File: src/rtl/carbon_arch_pkg.sv
// carbon_arch_pkg: debug CSR map, breakpoint kinds and breakpoint slot layout
package carbon_arch_pkg;
    localparam logic [31:0] CARBON_CSR_DBG_CTRL   = 32'h0000_07B0;
    localparam logic [31:0] CARBON_CSR_DBG_STEP   = 32'h0000_07B1;
    localparam logic [31:0] CARBON_CSR_DBG_STATUS = 32'h0000_07C0;
    localparam logic [31:0] DBG_OFF_HSEL     = 32'd1;
    localparam logic [31:0] DBG_OFF_HIT      = 32'd2;
    localparam logic [31:0] DBG_OFF_BP_INDEX = 32'd3;
    localparam logic [31:0] DBG_OFF_BP_ADDR  = 32'd4;
    localparam logic [31:0] DBG_OFF_BP_MASK  = 32'd5;
    localparam logic [31:0] DBG_OFF_BP_CTRL  = 32'd6;

    typedef enum logic [1:0] {
        BP_EXEC  = 2'd0,
        BP_LOAD  = 2'd1,
        BP_STORE = 2'd2,
        BP_ANY   = 2'd3
    } bp_kind_e;

    typedef struct packed {
        logic        enable;
        bp_kind_e    kind;
        logic        action;
        logic [31:0] addr;
        logic [31:0] mask;
    } bp_slot_t;
endpackage

File: src/rtl/csr_if.sv
// csr_if: single-outstanding CSR request port with a held response
interface csr_if;
    logic        req_valid;
    logic        req_ready;
    logic [31:0] req_addr;
    logic        req_write;
    logic [31:0] req_wdata;
    logic        rsp_valid;
    logic        rsp_ready;
    logic [31:0] rsp_rdata;
    logic        rsp_fault;
    logic        rsp_side_effect;

    modport master (
        output req_valid, req_addr, req_write, req_wdata, rsp_ready,
        input  req_ready, rsp_valid, rsp_rdata, rsp_fault, rsp_side_effect
    );
    modport slave (
        input  req_valid, req_addr, req_write, req_wdata, rsp_ready,
        output req_ready, rsp_valid, rsp_rdata, rsp_fault, rsp_side_effect
    );
endinterface

File: src/rtl/dbg_bp_match.sv
// dbg_bp_match: one break/watch slot compared against every hart's PC or data address
module dbg_bp_match
    import carbon_arch_pkg::*;
#(
    parameter int NUM_HARTS = 4,
    parameter int ADDR_W    = 32
) (
    input  bp_slot_t                    i_slot,
    input  logic [NUM_HARTS-1:0]        i_pc_valid,
    input  logic [NUM_HARTS*ADDR_W-1:0] i_pc,
    input  logic [NUM_HARTS-1:0]        i_ma_valid,
    input  logic [NUM_HARTS-1:0]        i_ma_write,
    input  logic [NUM_HARTS*ADDR_W-1:0] i_ma_addr,
    output logic [NUM_HARTS-1:0]        o_hit
);
    for (genvar h = 0; h < NUM_HARTS; h++) begin : g_hart
        logic              w_qual;
        logic [ADDR_W-1:0] w_addr;
        assign w_qual = i_slot.kind == BP_EXEC  ? i_pc_valid[h] :
                        i_slot.kind == BP_LOAD  ? i_ma_valid[h] & ~i_ma_write[h] :
                        i_slot.kind == BP_STORE ? i_ma_valid[h] & i_ma_write[h] : i_ma_valid[h];
        assign w_addr = i_slot.kind == BP_EXEC ? i_pc[h*ADDR_W +: ADDR_W] : i_ma_addr[h*ADDR_W +: ADDR_W];
        assign o_hit[h] = i_slot.enable & w_qual &
                          (((w_addr ^ i_slot.addr[ADDR_W-1:0]) & ~i_slot.mask[ADDR_W-1:0]) == '0);
    end
endmodule

File: src/rtl/debug_ctrl_mh.sv
// debug_ctrl_mh: multi-hart halt/run/step control with local break/watch comparators
module debug_ctrl_mh
    import carbon_arch_pkg::*;
#(
    parameter int NUM_HARTS = 4,
    parameter int NUM_BP    = 4,
    parameter int ADDR_W    = 32
) (
    input  logic                        clk,
    input  logic                        rst_n,
    csr_if.slave                        csr,
    output logic [NUM_HARTS-1:0]        o_halt_req,
    output logic [NUM_HARTS-1:0]        o_run_req,
    output logic [NUM_HARTS-1:0]        o_step_req,
    input  logic [NUM_HARTS-1:0]        i_halt_ack,
    input  logic [NUM_HARTS-1:0]        i_pc_valid,
    input  logic [NUM_HARTS*ADDR_W-1:0] i_pc,
    input  logic [NUM_HARTS-1:0]        i_ma_valid,
    input  logic [NUM_HARTS-1:0]        i_ma_write,
    input  logic [NUM_HARTS*ADDR_W-1:0] i_ma_addr
);
    localparam logic [31:0] AMASK = 32'((33'h1 << ADDR_W) - 33'h1);
    localparam logic [31:0] B     = CARBON_CSR_DBG_STATUS;

    bp_slot_t             r_slot [NUM_BP];
    logic [NUM_HARTS-1:0] r_hsel;
    logic [NUM_BP-1:0]    r_hit;
    logic [3:0]           r_hit_hart;
    logic [3:0]           r_bp_idx;
    logic                 r_rsp_valid;
    logic                 r_rsp_fault;
    logic                 r_rsp_se;
    logic [31:0]          r_rsp_rdata;

    logic [NUM_HARTS-1:0] w_hit [NUM_BP];
    logic [NUM_BP-1:0]    w_slot_hit;
    logic [NUM_HARTS-1:0] w_hart_hit, w_bp_halt, w_halt_set, w_halt_clr, w_step;
    logic [NUM_BP-1:0]    w_w1c;
    logic [3:0]           w_low;
    logic                 w_acc, w_we, w_fault, w_bp_ok;
    logic [31:0]          w_rdata, w_addr, w_wdata;
    bp_slot_t             w_cur;

    for (genvar s = 0; s < NUM_BP; s++) begin : g_slot
        dbg_bp_match #(.NUM_HARTS(NUM_HARTS), .ADDR_W(ADDR_W)) u_match (
            .i_slot    (r_slot[s]),
            .i_pc_valid(i_pc_valid),
            .i_pc      (i_pc),
            .i_ma_valid(i_ma_valid),
            .i_ma_write(i_ma_write),
            .i_ma_addr (i_ma_addr),
            .o_hit     (w_hit[s])
        );
        assign w_slot_hit[s] = |w_hit[s];
    end

    always_comb begin
        w_hart_hit = '0;
        w_bp_halt  = '0;
        for (int s = 0; s < NUM_BP; s++) begin
            w_hart_hit |= w_hit[s];
            w_bp_halt  |= r_slot[s].action ? w_hit[s] : '0;
        end
        w_low = '0;
        for (int h = NUM_HARTS - 1; h >= 0; h--) if (w_hart_hit[h]) w_low = 4'(h);
    end

    assign w_addr          = csr.req_addr;
    assign w_wdata         = csr.req_wdata;
    assign csr.req_ready   = !r_rsp_valid;
    assign w_acc           = csr.req_valid & !r_rsp_valid;
    assign w_bp_ok         = {1'b0, r_bp_idx} < 5'(NUM_BP);

    always_comb begin
        w_cur = '0;
        for (int s = 0; s < NUM_BP; s++) if (r_bp_idx == 4'(s)) w_cur = r_slot[s];
        w_fault = 1'b0;
        w_rdata = '0;
        case (w_addr)
            CARBON_CSR_DBG_CTRL: begin
                w_fault = csr.req_write & (&w_wdata[1:0]);
                w_rdata[NUM_HARTS-1:0] = o_halt_req;
            end
            CARBON_CSR_DBG_STEP: w_fault = !csr.req_write;
            B: begin
                w_fault = csr.req_write;
                w_rdata[NUM_HARTS-1:0] = i_halt_ack;
            end
            B + DBG_OFF_HSEL:     w_rdata[NUM_HARTS-1:0] = r_hsel;
            B + DBG_OFF_HIT: begin
                w_rdata[NUM_BP-1:0] = r_hit;
                w_rdata[19:16]      = |r_hit ? r_hit_hart : 4'd0;
                w_rdata[31]         = |r_hit;
            end
            B + DBG_OFF_BP_INDEX: w_rdata[3:0] = r_bp_idx;
            B + DBG_OFF_BP_ADDR: begin
                w_fault = !w_bp_ok;
                w_rdata = w_cur.addr;
            end
            B + DBG_OFF_BP_MASK: begin
                w_fault = !w_bp_ok;
                w_rdata = w_cur.mask;
            end
            B + DBG_OFF_BP_CTRL: begin
                w_fault = !w_bp_ok;
                w_rdata[3:0] = {w_cur.action, w_cur.kind, w_cur.enable};
            end
            default: w_fault = 1'b1;
        endcase
    end

    assign w_we       = w_acc & csr.req_write & !w_fault;
    assign w_halt_set = (w_we && w_addr == CARBON_CSR_DBG_CTRL && w_wdata[0]) ? r_hsel : '0;
    assign w_halt_clr = (w_we && w_addr == CARBON_CSR_DBG_CTRL && w_wdata[1]) ? r_hsel : '0;
    assign w_step     = (w_we && w_addr == CARBON_CSR_DBG_STEP) ? r_hsel & i_halt_ack : '0;
    assign w_w1c      = (w_we && w_addr == B + DBG_OFF_HIT) ? w_wdata[NUM_BP-1:0] : '0;

    // Breakpoint halts override a same-cycle resume; new hits override W1C.
    always_ff @(posedge clk or negedge rst_n) begin
        if (!rst_n) begin
            o_halt_req  <= '0;
            o_run_req   <= '0;
            o_step_req  <= '0;
            r_hsel      <= '0;
            r_hit       <= '0;
            r_hit_hart  <= '0;
            r_bp_idx    <= '0;
            r_rsp_valid <= 1'b0;
            r_rsp_fault <= 1'b0;
            r_rsp_se    <= 1'b0;
            r_rsp_rdata <= '0;
            for (int s = 0; s < NUM_BP; s++) r_slot[s] <= '0;
        end else begin
            o_halt_req <= (o_halt_req | w_halt_set) & ~w_halt_clr | w_bp_halt;
            o_run_req  <= w_halt_clr & ~w_bp_halt;
            o_step_req <= w_step;
            r_hit      <= (r_hit & ~w_w1c) | w_slot_hit;
            if (|w_hart_hit) r_hit_hart <= w_low;
            if (w_we && w_addr == B + DBG_OFF_HSEL) r_hsel <= w_wdata[NUM_HARTS-1:0];
            if (w_we && w_addr == B + DBG_OFF_BP_INDEX) r_bp_idx <= w_wdata[3:0];
            for (int s = 0; s < NUM_BP; s++) begin
                if (w_we && r_bp_idx == 4'(s)) begin
                    if (w_addr == B + DBG_OFF_BP_ADDR) r_slot[s].addr <= w_wdata & AMASK;
                    if (w_addr == B + DBG_OFF_BP_MASK) r_slot[s].mask <= w_wdata & AMASK;
                    if (w_addr == B + DBG_OFF_BP_CTRL) begin
                        r_slot[s].enable <= w_wdata[0];
                        r_slot[s].kind   <= bp_kind_e'(w_wdata[2:1]);
                        r_slot[s].action <= w_wdata[3];
                    end
                end
            end
            if (w_acc) begin
                r_rsp_valid <= 1'b1;
                r_rsp_rdata <= w_rdata;
                r_rsp_fault <= w_fault;
                r_rsp_se    <= csr.req_write & !w_fault;
            end else if (csr.rsp_ready) begin
                r_rsp_valid <= 1'b0;
            end
        end
    end

    assign csr.rsp_valid       = r_rsp_valid;
    assign csr.rsp_rdata       = r_rsp_rdata;
    assign csr.rsp_fault       = r_rsp_fault;
    assign csr.rsp_side_effect = r_rsp_se;
endmodule

File: src/flat_wrapper.sv
// flat-port wrapper written by rule: the top's interface ports become plain ports
module debug_ctrl_mh_flat import carbon_arch_pkg::*;
#(
    parameter int NUM_HARTS = 4,
    parameter int NUM_BP    = 4,
    parameter int ADDR_W    = 32
)
  (clk, rst_n, o_halt_req, o_run_req, o_step_req, i_halt_ack, i_pc_valid, i_pc, i_ma_valid, i_ma_write, i_ma_addr, csr_req_valid, csr_req_addr, csr_req_write, csr_req_wdata, csr_rsp_ready, csr_req_ready, csr_rsp_valid, csr_rsp_rdata, csr_rsp_fault, csr_rsp_side_effect);
  csr_if csr_i ();
  input  logic clk;
  input  logic rst_n;
  output logic [NUM_HARTS-1:0] o_halt_req;
  output logic [NUM_HARTS-1:0] o_run_req;
  output logic [NUM_HARTS-1:0] o_step_req;
  input  logic [NUM_HARTS-1:0] i_halt_ack;
  input  logic [NUM_HARTS-1:0] i_pc_valid;
  input  logic [NUM_HARTS*ADDR_W-1:0] i_pc;
  input  logic [NUM_HARTS-1:0] i_ma_valid;
  input  logic [NUM_HARTS-1:0] i_ma_write;
  input  logic [NUM_HARTS*ADDR_W-1:0] i_ma_addr;
  input wire logic [$bits(csr_i.req_valid)-1:0] csr_req_valid;
  input wire logic [$bits(csr_i.req_addr)-1:0] csr_req_addr;
  input wire logic [$bits(csr_i.req_write)-1:0] csr_req_write;
  input wire logic [$bits(csr_i.req_wdata)-1:0] csr_req_wdata;
  input wire logic [$bits(csr_i.rsp_ready)-1:0] csr_rsp_ready;
  output wire logic [$bits(csr_i.req_ready)-1:0] csr_req_ready;
  output wire logic [$bits(csr_i.rsp_valid)-1:0] csr_rsp_valid;
  output wire logic [$bits(csr_i.rsp_rdata)-1:0] csr_rsp_rdata;
  output wire logic [$bits(csr_i.rsp_fault)-1:0] csr_rsp_fault;
  output wire logic [$bits(csr_i.rsp_side_effect)-1:0] csr_rsp_side_effect;
  assign csr_i.req_valid = csr_req_valid;
  assign csr_i.req_addr = csr_req_addr;
  assign csr_i.req_write = csr_req_write;
  assign csr_i.req_wdata = csr_req_wdata;
  assign csr_i.rsp_ready = csr_rsp_ready;
  assign csr_req_ready = csr_i.req_ready;
  assign csr_rsp_valid = csr_i.rsp_valid;
  assign csr_rsp_rdata = csr_i.rsp_rdata;
  assign csr_rsp_fault = csr_i.rsp_fault;
  assign csr_rsp_side_effect = csr_i.rsp_side_effect;
  debug_ctrl_mh #(.NUM_HARTS(NUM_HARTS), .NUM_BP(NUM_BP), .ADDR_W(ADDR_W)) u_core (.clk(clk), .rst_n(rst_n), .csr(csr_i), .o_halt_req(o_halt_req), .o_run_req(o_run_req), .o_step_req(o_step_req), .i_halt_ack(i_halt_ack), .i_pc_valid(i_pc_valid), .i_pc(i_pc), .i_ma_valid(i_ma_valid), .i_ma_write(i_ma_write), .i_ma_addr(i_ma_addr));
endmodule
File: config.mk
export PLATFORM = sky130hd
export DESIGN_NAME = debug_ctrl_mh_flat
export DESIGN_NICKNAME = d
export VERILOG_FILES = /design/src/rtl/carbon_arch_pkg.sv /design/src/rtl/csr_if.sv /design/src/rtl/dbg_bp_match.sv /design/src/rtl/debug_ctrl_mh.sv /design/src/flat_wrapper.sv
export SDC_FILE = /design/constraint.sdc
export NUM_CORES = 2
export LEC_CHECK = 0
export CAP_MARGIN = 20
export CORE_ASPECT_RATIO = 1.75
export CORE_MARGIN = 3
export CORE_UTILIZATION = 45
export CTS_BUF_LIST = sky130_fd_sc_hd__clkbuf_4 sky130_fd_sc_hd__clkbuf_8
export CTS_CLUSTER_SIZE = 16
export DETAILED_ROUTE_END_ITERATION = 12
export GPL_TIMING_DRIVEN = 1
export PLACE_DENSITY_LB_ADDON = 0.15
export SETUP_SLACK_MARGIN = 0.3
export SLEW_MARGIN = 20
export SYNTH_ARGS = -nofsm -noshare
export SYNTH_HDL_FRONTEND = slang
export SYNTH_SLANG_ARGS = --single-unit
File: constraint.sdc
create_clock -name clk -period 5.3 [get_ports clk]
set_input_delay 0.795 -clock clk [delete_from_list [all_inputs] [get_ports clk]]
set_output_delay 0.795 -clock clk [all_outputs]
set_load 0.1 [all_outputs]
Word-level counts from Yosys, hierarchy flattened
Cells that the tools add are included.
{ "totals": {"out_inout_bits": 48, "ff_bits": 335, "inputBits": 341, "wordCells": 300} }
{ "op_classes": {"eq_ne": 20, "n_bitwise": 101, "muxes": 89, "magnitude_cmp": 1, "n_reduce_logical": 58} }
{ "op_table": {"columns": ["operator", "count"], "rows": [
  ["$and A32 B32 Y32", 16],
  ["$logic_not A32 Y1", 16],
  ["$mux W32", 16],
  ["$xor A32 B32 Y32", 16],
  ["$eq A32 B11 Y1 const B", 9],
  ["$mux W68", 4],
  ["$not A32 Y32", 4],
  ["$mux W1", 50],
  ["$mux W4", 12],
  ["$and A1 B1 Y1", 45],
  ["$or A4 B4 Y4", 9],
  ["$pmux W4 S8", 1],
  ["$reduce_and A2 Y1", 13],
  ["$pmux W12 S2", 1],
  ["$reduce_or A4 Y1", 6],
  ["$pmux W11 S2", 1],
  ["$and A4 B4 Y4", 4],
  ["$not A4 Y4", 3],
  ["$pmux W4 S3", 1],
  ["$logic_and A1 B1 Y1", 11],
  ["$eq A2 B1 Y1 const B", 4],
  ["$eq A2 B2 Y1 const B", 4],
  ["$eq A4 B2 Y1 const B", 2],
  ["$logic_not A2 Y1", 4],
  ["other kinds (10)", 17]
]} }

Longest topological paths before layout
{ "depth": {"word_depth": 13, "depth_mapped": 13, "mapped_depth_nobuf": 9} }

By module
From an unflattened synthesis, not the netlist that was laid out.
{ "hier_totals": {"cells_unflattened": 2786, "hier_area_um2": 28843.9} }
{ "by_module_without_submodules": {"columns": ["module", "instances", "area_per_inst_um2", "seq_area_each_um2", "cells_each"], "rows": [
  ["debug_ctrl_mh", 1, 15351.0, 8333.0, 1186],
  ["dbg_bp_match", 4, 3373.2, 0.0, 400]
]} }

Worst setup path after synthesis
Ideal clock, no wire load.
{ "synth_timing": {"kind": "register to register", "startpoint": "reg u_core.r_rsp_valid (netlist: u_core.csr.rsp_valid)", "endpoint": "reg u_core.r_slot[104] in the netlist's numbering", "required_ns": 5.175, "setup_time_ns": 0.125, "n_path_buf": 1, "arrival_time_ns": 3.748, "stages_incl_launch_ff": 10, "period_less_slack_ns": 3.873, "path_slack_ns": 1.427, "path_cell_list": "dfrtp_1 inv_1 nand2_1 a2111oi_2 o21ai_1 or2_1 or4_4 nor3_2 buf_4 mux2_2"} }
{ "synth_between": {"elab_chain_len": 6} }
{ "synth_lines": {"columns": ["item", "line_no", "rtl"], "rows": [
  ["start, declared", "debug_ctrl_mh.sv:30", "logic r_rsp_valid;"],
  ["start signal, assigned", "debug_ctrl_mh.sv:128", "r_rsp_valid <= 1'b0;"],
  ["start signal, assigned", "debug_ctrl_mh.sv:153", "r_rsp_valid <= 1'b1;"],
  ["start signal, assigned", "debug_ctrl_mh.sv:158", "r_rsp_valid <= 1'b0;"],
  ["$logic_not A1 Y1", null, null],
  ["named net csr_req_ready", "flat_wrapper.sv:26", "output wire logic [$bits(csr_i.req_ready)-1:0] csr_req_ready;"],
  ["$and A1 B1 Y1", "debug_ctrl_mh.sv:71", "assign w_acc = csr.req_valid & !r_rsp_valid;"],
  ["$and A1 B1 Y1 (2 in a row)", "debug_ctrl_mh.sv:112", "assign w_we = w_acc & csr.req_write & !w_fault;"],
  ["$logic_and A1 B1 Y1", "debug_ctrl_mh.sv:142", "if (w_we && r_bp_idx == 4'(s)) begin"],
  ["$reduce_and A2 Y1 (no line)", null, null],
  ["end, declared", "debug_ctrl_mh.sv:25", "bp_slot_t r_slot [NUM_BP];"]
]} }
The timed path passes the listed nets, and every way through them passes these cells.
A chain may end at the register's enable or synchronous reset.

Final worst setup path
{ "layout_timing": {"startpoint": "reg u_core.r_slot[269] in the netlist's numbering", "endpoint": "reg u_core.r_hit_hart[0]"} }
{ "layout_between": {"elab_chain_len": 13, "elab_cells_between_ends": 47, "classes_between": "eq/ne: 2; mux: 20; bitwise: 19; reduce/logical: 6"} }
{ "layout_lines": {"columns": ["item", "line_no", "rtl"], "rows": [
  ["$logic_not A2 Y1 / $eq A2 B2 Y1 (equally long branches)", "dbg_bp_match.sv:19, dbg_bp_match.sv:22, dbg_bp_match.sv:21", null],
  ["$mux W32 / $mux W1 (equally long branches)", "dbg_bp_match.sv:22, dbg_bp_match.sv:21", null],
  ["$xor A32 B32 Y32 / $mux W1 (equally long branches)", "dbg_bp_match.sv:24, dbg_bp_match.sv:20", null],
  ["$and A32 B32 Y32 / $mux W1 (equally long branches)", "dbg_bp_match.sv:24, dbg_bp_match.sv:19", null],
  ["$logic_not A32 Y1 / $and A1 B1 Y1 (equally long branches)", "dbg_bp_match.sv:24, dbg_bp_match.sv:23", null],
  ["$and A1 B1 Y1", "dbg_bp_match.sv:23", "assign o_hit[h] = i_slot.enable & w_qual &"],
  ["$or A4 B4 Y4 * (3 in a row)", "debug_ctrl_mh.sv:61", "w_hart_hit |= w_hit[s];"],
  ["$mux W2", "debug_ctrl_mh.sv:65", "for (int h = NUM_HARTS - 1; h >= 0; h--) if (w_hart_hit[h]) w_low = 4'(h);"],
  ["$mux W4 (3 in a row)", "debug_ctrl_mh.sv:65", null],
  ["end signal, assigned", "debug_ctrl_mh.sv:138", "if (|w_hart_hit) r_hit_hart <= w_low;"],
  ["end, declared", "debug_ctrl_mh.sv:28", "logic [3:0] r_hit_hart;"]
]} }
Every way passes the cells marked *; elsewhere a longest branch is shown, timed or not.

==> metrics.cfg <==
[cts]
post_cts_resize_count = 0
clock_sinks = 333
cts_tree = done
postCtsHoldBufs = 0
root_buffer = clkbuf_8
cts_buffers = 52
clock_path_buffers = 3
clk_pin_slew_ns = 0.08
htree_levels = 2
clk_latency_ns = 0.72
post-cts-setup-buffers = 0

[critical_path]
cpMostUsedCell = nor4_1
cp.arrival_ns = 5.18
critPathKind = reg -> reg
crit_chain = nor2_4 -> buf_12 -> buf_4 -> mux2i_1 -> xor2_1 -> o22ai_1 -> nor4_1 -> and4b_1 -> nor4_1 -> o21ai_0 -> a21boi_0
slowest_stage = and4b_1
crit_path_end_kind = flip-flop
cp_max_fo = 26
startpoint_type = flip-flop
max_stage_delay_ns = 0.73
required_ns = 5.88

[power]
power_frac_clock_pct = 37.1
power.leakage_nw = 18.9
swShare_pct = 34.9
seqPwrFrac_pct = 38.5
p_switching_mw = 2.39
max-vdd-ir-drop_v = 0.000319
finalPower_mw = 6.84
power_density_nw_per_um2 = 198
combPwrFrac_pct = 24.4
power.internal_mw = 4.46

[routing]
wl_per_cell_um = 43.3
antenna_left = 0
post_drt_via_cell_ratio = 7.17
drtIter0Drc = 3940
wirelength_mm = 174
via_count = 28900
drcViolationCount = 0
first_pass_iters = 6

[floorplan]
ios = 389
row_count = 121
die_y_um = 339
die_w_um = 196
die_area_um2 = 66500
start_util_pct = 45.6
core_area_um2 = 62500

[synth]
ys_seq_area_share_pct = 29.2
synth_area_um2 = 28500
synthCells = 2887
postSynth.asyncResetShare_pct = 100
synth_cell_type_count = 66
ys_warn_count = 0
synth-seq-cells = 333
synth_enable_flop_cells = 0
avgSynthCellArea_um2 = 9.87
synth_ff_type = dfrtp_1
syn_nets = 3228

[sta]
drv_slew = 0
holdWs_ns = 0.0558
rsz0062_at_grt = false
worst_slew_pin_slew_ns = 1.44
clock_skew_ns = 0.0558
setup_viol = 0
setup-tns-final_ns = 0
final_hold_viol_count = 0
fin_crit_ns = 4.60
max_slew_margin_pct = 3.80
timing.final.crit_share_pct = 86.8
clock.fmax_mhz = 217

[placed_design]
gp_congestion = 1.16
placed_cell_area_um2 = 33400
port_buffers = 388
place_hpwl_mm = 135

[grt]
grt_pass1_vias = 28700
grtUsageTotal_pct = 50.9
grt_antenna_before_repair = 10
gr-total-overflow = 0
grt_first_pass_wirelength_mm = 235
grt_max_degree = 101

[layout]
fill_cells = 5538
drive_gt1_share_pct = 16.1
fin_util_pct = 55.4
fin_area_um2 = 34600
syn_to_final_growth_pct = 21.5
layout.nets = 3518

[outcome]
status = finished clean

[run]
drv_cap = 0

[min_path]
hold_class = in -> async

[path summary, 6_finish.rpt]
| check | from | to | slack [ns] | cells past startpoint |
|---|---|---|---|---|
| max | u_core.r_slot[269]$_DFFE_PN0P_ | u_core.r_hit_hart[0]$_DFFE_PN0P_ | 0.70 | 11 |
| min | rst_n | u_core.r_slot[90]$_DFFE_PN0P_ | 0.06 | 1 |
| max reg2reg | u_core.r_slot[269]$_DFFE_PN0P_ | u_core.r_hit_hart[0]$_DFFE_PN0P_ | 0.70 | 11 |
| min reg2reg | u_core.csr.rsp_rdata[18]$_DFFE_PN0P_ | u_core.csr.rsp_rdata[18]$_DFFE_PN0P_ | 0.48 | 2 |
| max in group asynchronous | rst_n | u_core.r_slot[12]$_DFFE_PN0P_ | 3.82 | 2 |
| min in group clk | u_core.csr.rsp_rdata[18]$_DFFE_PN0P_ | u_core.csr.rsp_rdata[18]$_DFFE_PN0P_ | 0.48 | 2 |
[stage by stage]
step | setup WS [ns] | std cells
6_report | 0.701 | 4025
5_1_grt | 0.678 | 4019
4_1_cts | 1.16 | 4017
3_5_place_dp | 0.653 | 3921
3_3_place_gp | 0.731 | 3921
2_1_floorplan | 1.43 | 2887
[area by class of cell]
| class | instances | area [um^2] | share of cell area [%] |
|---|---|---|---|
| Antenna cell | 7 | 17.5 | 0.0506 |
| Clock buffer | 68 | 898 | 2.60 |
| Clock inverter | 28 | 267 | 0.770 |
| Inverter | 27 | 101 | 0.293 |
| Multi-Input combinational cell | 2286 | 19200 | 55.4 |
| Sequential cell | 333 | 8340 | 24.1 |
| Tap cell | 799 | 1000 | 2.89 |
| Timing Repair Buffer | 477 | 4810 | 13.9 |
[flip-flops by register name, summed over array words and instances, names as in the netlist]
signal / flops
u_core.o_run_req: 4
u_core.csr.rsp_side_effect: 1
u_core.r_bp_idx: 4
u_core.r_hsel: 4
u_core.o_step_req: 4
u_core.o_halt_req: 4
u_core.csr.rsp_rdata: 32
u_core.csr.rsp_fault: 1
u_core.r_hit_hart: 2
u_core.r_hit: 4
u_core.csr.rsp_valid: 1
u_core.r_slot: 272
[cells by family (layout without fill, tap and decap cells)]
family	Yosys count	after routing	synth area share [%]
buffers and inverters	268	600	3.96
other	0	7	0
multiplexers	895	895	33.1
AO/OA/AOI/OAI	568	568	13.7
flip-flops	333	333	29.2
AND/OR/NAND/NOR	425	425	7.77
XOR/XNOR	398	398	12.2
[synth_stat cells (55+ instances only)]
cell type / count / area share, %
dfrtp_1: 333 / 29
buf_1: 55 / 0.72
o22ai_1: 154 / 3.4
o211ai_1: 130 / 3.4
a22oi_1: 74 / 1.9
xor2_1: 364 / 11
buf_2: 67 / 1.2
clkbuf_1: 112 / 1.5
mux2i_1: 601 / 21
mux2_2: 261 / 10
nor2_1: 108 / 1.4
o21ai_0: 70 / 1.2
nand2_1: 93 / 1.2
[worst max-delay path: cells and delay by family (launching register included)]
kind	cells	cell delay, ns
XOR/XNOR	1	0.69
AO/OA/AOI/OAI	3	0.47
flip-flops	1	0.41
buffers and inverters	2	0.66
AND/OR/NAND/NOR	4	1.93
multiplexers	1	0.27
[cells in the final DEF (no fill, tap or decap), types with 7 or more instances in the layout]
cell type	Yosys	final
buf_4	4	69
and4_1	8	8
xor2_1	364	364
a21oi_1	24	24
nor2_1	108	98
xnor2_1	34	33
o2111ai_1	8	8
clkinv_2	0	17
o211ai_1	130	130
nor2b_1	34	33
or4_1	7	7
a31oi_1	30	30
mux2_4	30	30
nand2b_1	7	7
nand2_1	93	92
nor4_1	53	52
nand4_1	8	8
o21ai_0	70	69
inv_1	27	27
a221oi_1	9	9
o22ai_1	154	152
o22a_1	8	8
dfrtp_1	333	331
buf_12	0	20
or2_2	6	7
nor2_4	0	10
o21a_1	13	13
clkbuf_8	0	62
nor3b_1	22	22
a22o_1	18	18
diode_2	0	7
nor3_1	41	39
mux2_2	261	261
a22oi_1	74	74
clkdlybuf4s50_1	0	387
mux2i_1	601	600
[power by group through the flow]
| stage | Clock, mW | Combinational (mW) | Sequential, mW |
|---|---|---|---|
| 2_1_floorplan | 0 | 0.419 | 2.98 |
| 3_3_place_gp | 0 | 1.60 | 2.68 |
| 3_5_place_dp | 0 | 1.61 | 2.68 |
| 4_1_cts | 2.54 | 1.61 | 2.63 |
| 5_1_grt | 2.63 | 1.70 | 2.63 |
| 6_report | 2.54 | 1.67 | 2.64 |
[layer usage]
layer | vias to the layer above | global-route usage [%] | share of wire, %
met1 | 14000 | 55.0 | 32
met2 | 2580 | 79.0 | 44
met5 | - | 0 | 0.017
met4 | 4 | 50.8 | 14
met3 | 921 | 12.8 | 10
li1 | 11300 | - | -
Note: power is estimated with default switching activity, not from simulation.
==> patch (same flow settings) <==
`NUM_HARTS` is set to 4 in 3 places; all go to 2.
--- a/src/rtl/dbg_bp_match.sv
+++ b/src/rtl/dbg_bp_match.sv
@@ -4,3 +4,3 @@
 #(
-    parameter int NUM_HARTS = 4,
+    parameter int NUM_HARTS = 2,
     parameter int ADDR_W    = 32
--- a/src/rtl/debug_ctrl_mh.sv
+++ b/src/rtl/debug_ctrl_mh.sv
@@ -4,3 +4,3 @@
 #(
-    parameter int NUM_HARTS = 4,
+    parameter int NUM_HARTS = 2,
     parameter int NUM_BP    = 4,
--- a/src/flat_wrapper.sv
+++ b/src/flat_wrapper.sv
@@ -3,3 +3,3 @@
 #(
-    parameter int NUM_HARTS = 4,
+    parameter int NUM_HARTS = 2,
     parameter int NUM_BP    = 4,
Interface: changed (9 resized); port bits go from 389 to 247. The function was not compared with the original's and may differ.
==> patch against the original RTL <==
- count of clock-buffer cells in the layout up 10
- cell count decreased by 27%
- sequential cell count down 9
- wire length down 44%
- worst setup slack improved by 0.28 ns
- fmax is 6.5% higher
- cell area is 25% lower
- synthesized area is 25% lower
Power is not compared: it rests on default switching activity, and its combinational part moved more than twofold at a synthesized area within 25%.
==> patch: results (changes against the original RTL) <==
Yosys cell types=67 (+1.5%); placed instance area=0.0249 mm2 (-25%); Final Net Count=2506 (-29%); RePlAce Congestion=0.992 (-14%); CP Capture Point=u_core.o_run_req[1]; crit path DAT=4.82 ns (-0.36 ns); DR vias/cell=6.48 (-9.6%); gr usage total=38.1% (-13 points); clock skew=0.0314 ns (-0.0243 ns); Mapped Nets=2244 (-30%); met2 Resource Use GR=62.5% (-16 points); Worst R2R Path Depth=9 (-2); met3 wire length=7240 um (-59%); grt met1 use=42.6% (-12 points); M3 GR Usage=6.84% (-5.9 points); overall routed net length=97800 um (-44%); initial antenna violation count=3 (-7); Place WS=1.12 ns (+0.468 ns); CTS clk-pin slew, worst paths=0.06 ns (-0.02 ns); total CTS buffers=51 (-1.9%); post-synthesis sequential area ratio=37.7% (+8.5 points); share of cells above drive strength 1=21.6% (+5.5 points); first-pass GRT wire length=138000 um (-41%); DP Wirelength=73400 um (-46%); vias in the first global route=19.6k (-32%); largest net degree at the start of global routing=104 (+3.0%); CP peak stage delay=0.80 ns (+0.07 ns); status=finished, final reports clean; top post-synthesis cells by count=mux2i_1 (326), dfrtp_1 (324), mux2_2 (301); Worst path slowest cell=nor4_1; DRT iter0 DRCs=1835 (-53%); R2R setup slack=0.98 ns (+0.28 ns); Hold WS=0.164 ns (+0.108 ns); max layer used=met4; Avg WL per Cell=33.4 um (-23%)
[patch: changes by cell type in the layout (fill, tap and decap cells not counted), moves of 25 or more]
cell and delta:
nor2_1 +25, mux2_2 +40, nor4_1 -29, mux2i_1 -274, xor2_1 -218, clkdlybuf4s50_1 -142, o22ai_1 -51, mux2_4 -30
o211ai_1 -113, a22oi_1 -63
[patch: logic make-up (layout without fill, tap and decap cells)]
group | Yosys count | in the layout | share of synthesized area, %
buffers and inverters | 146 | 448 | 3.06
other | 0 | 3 | 0
multiplexers | 639 | 639 | 31.9
flip-flops | 324 | 324 | 37.7
XOR/XNOR | 173 | 173 | 7.05
AO/OA/AOI/OAI | 347 | 347 | 10.5
AND/OR/NAND/NOR | 410 | 410 | 9.77
[patch: area by class of cell]
cell class,instances,area (um2)
multi-input combinational,1569,12800
tap,588,736
sequential,324,8110
timing repair buffer,320,3110
inverter,35,131
clock inverter,15,225
antenna,3,7.51
clock buffer,78,1010
fill,4204,20900
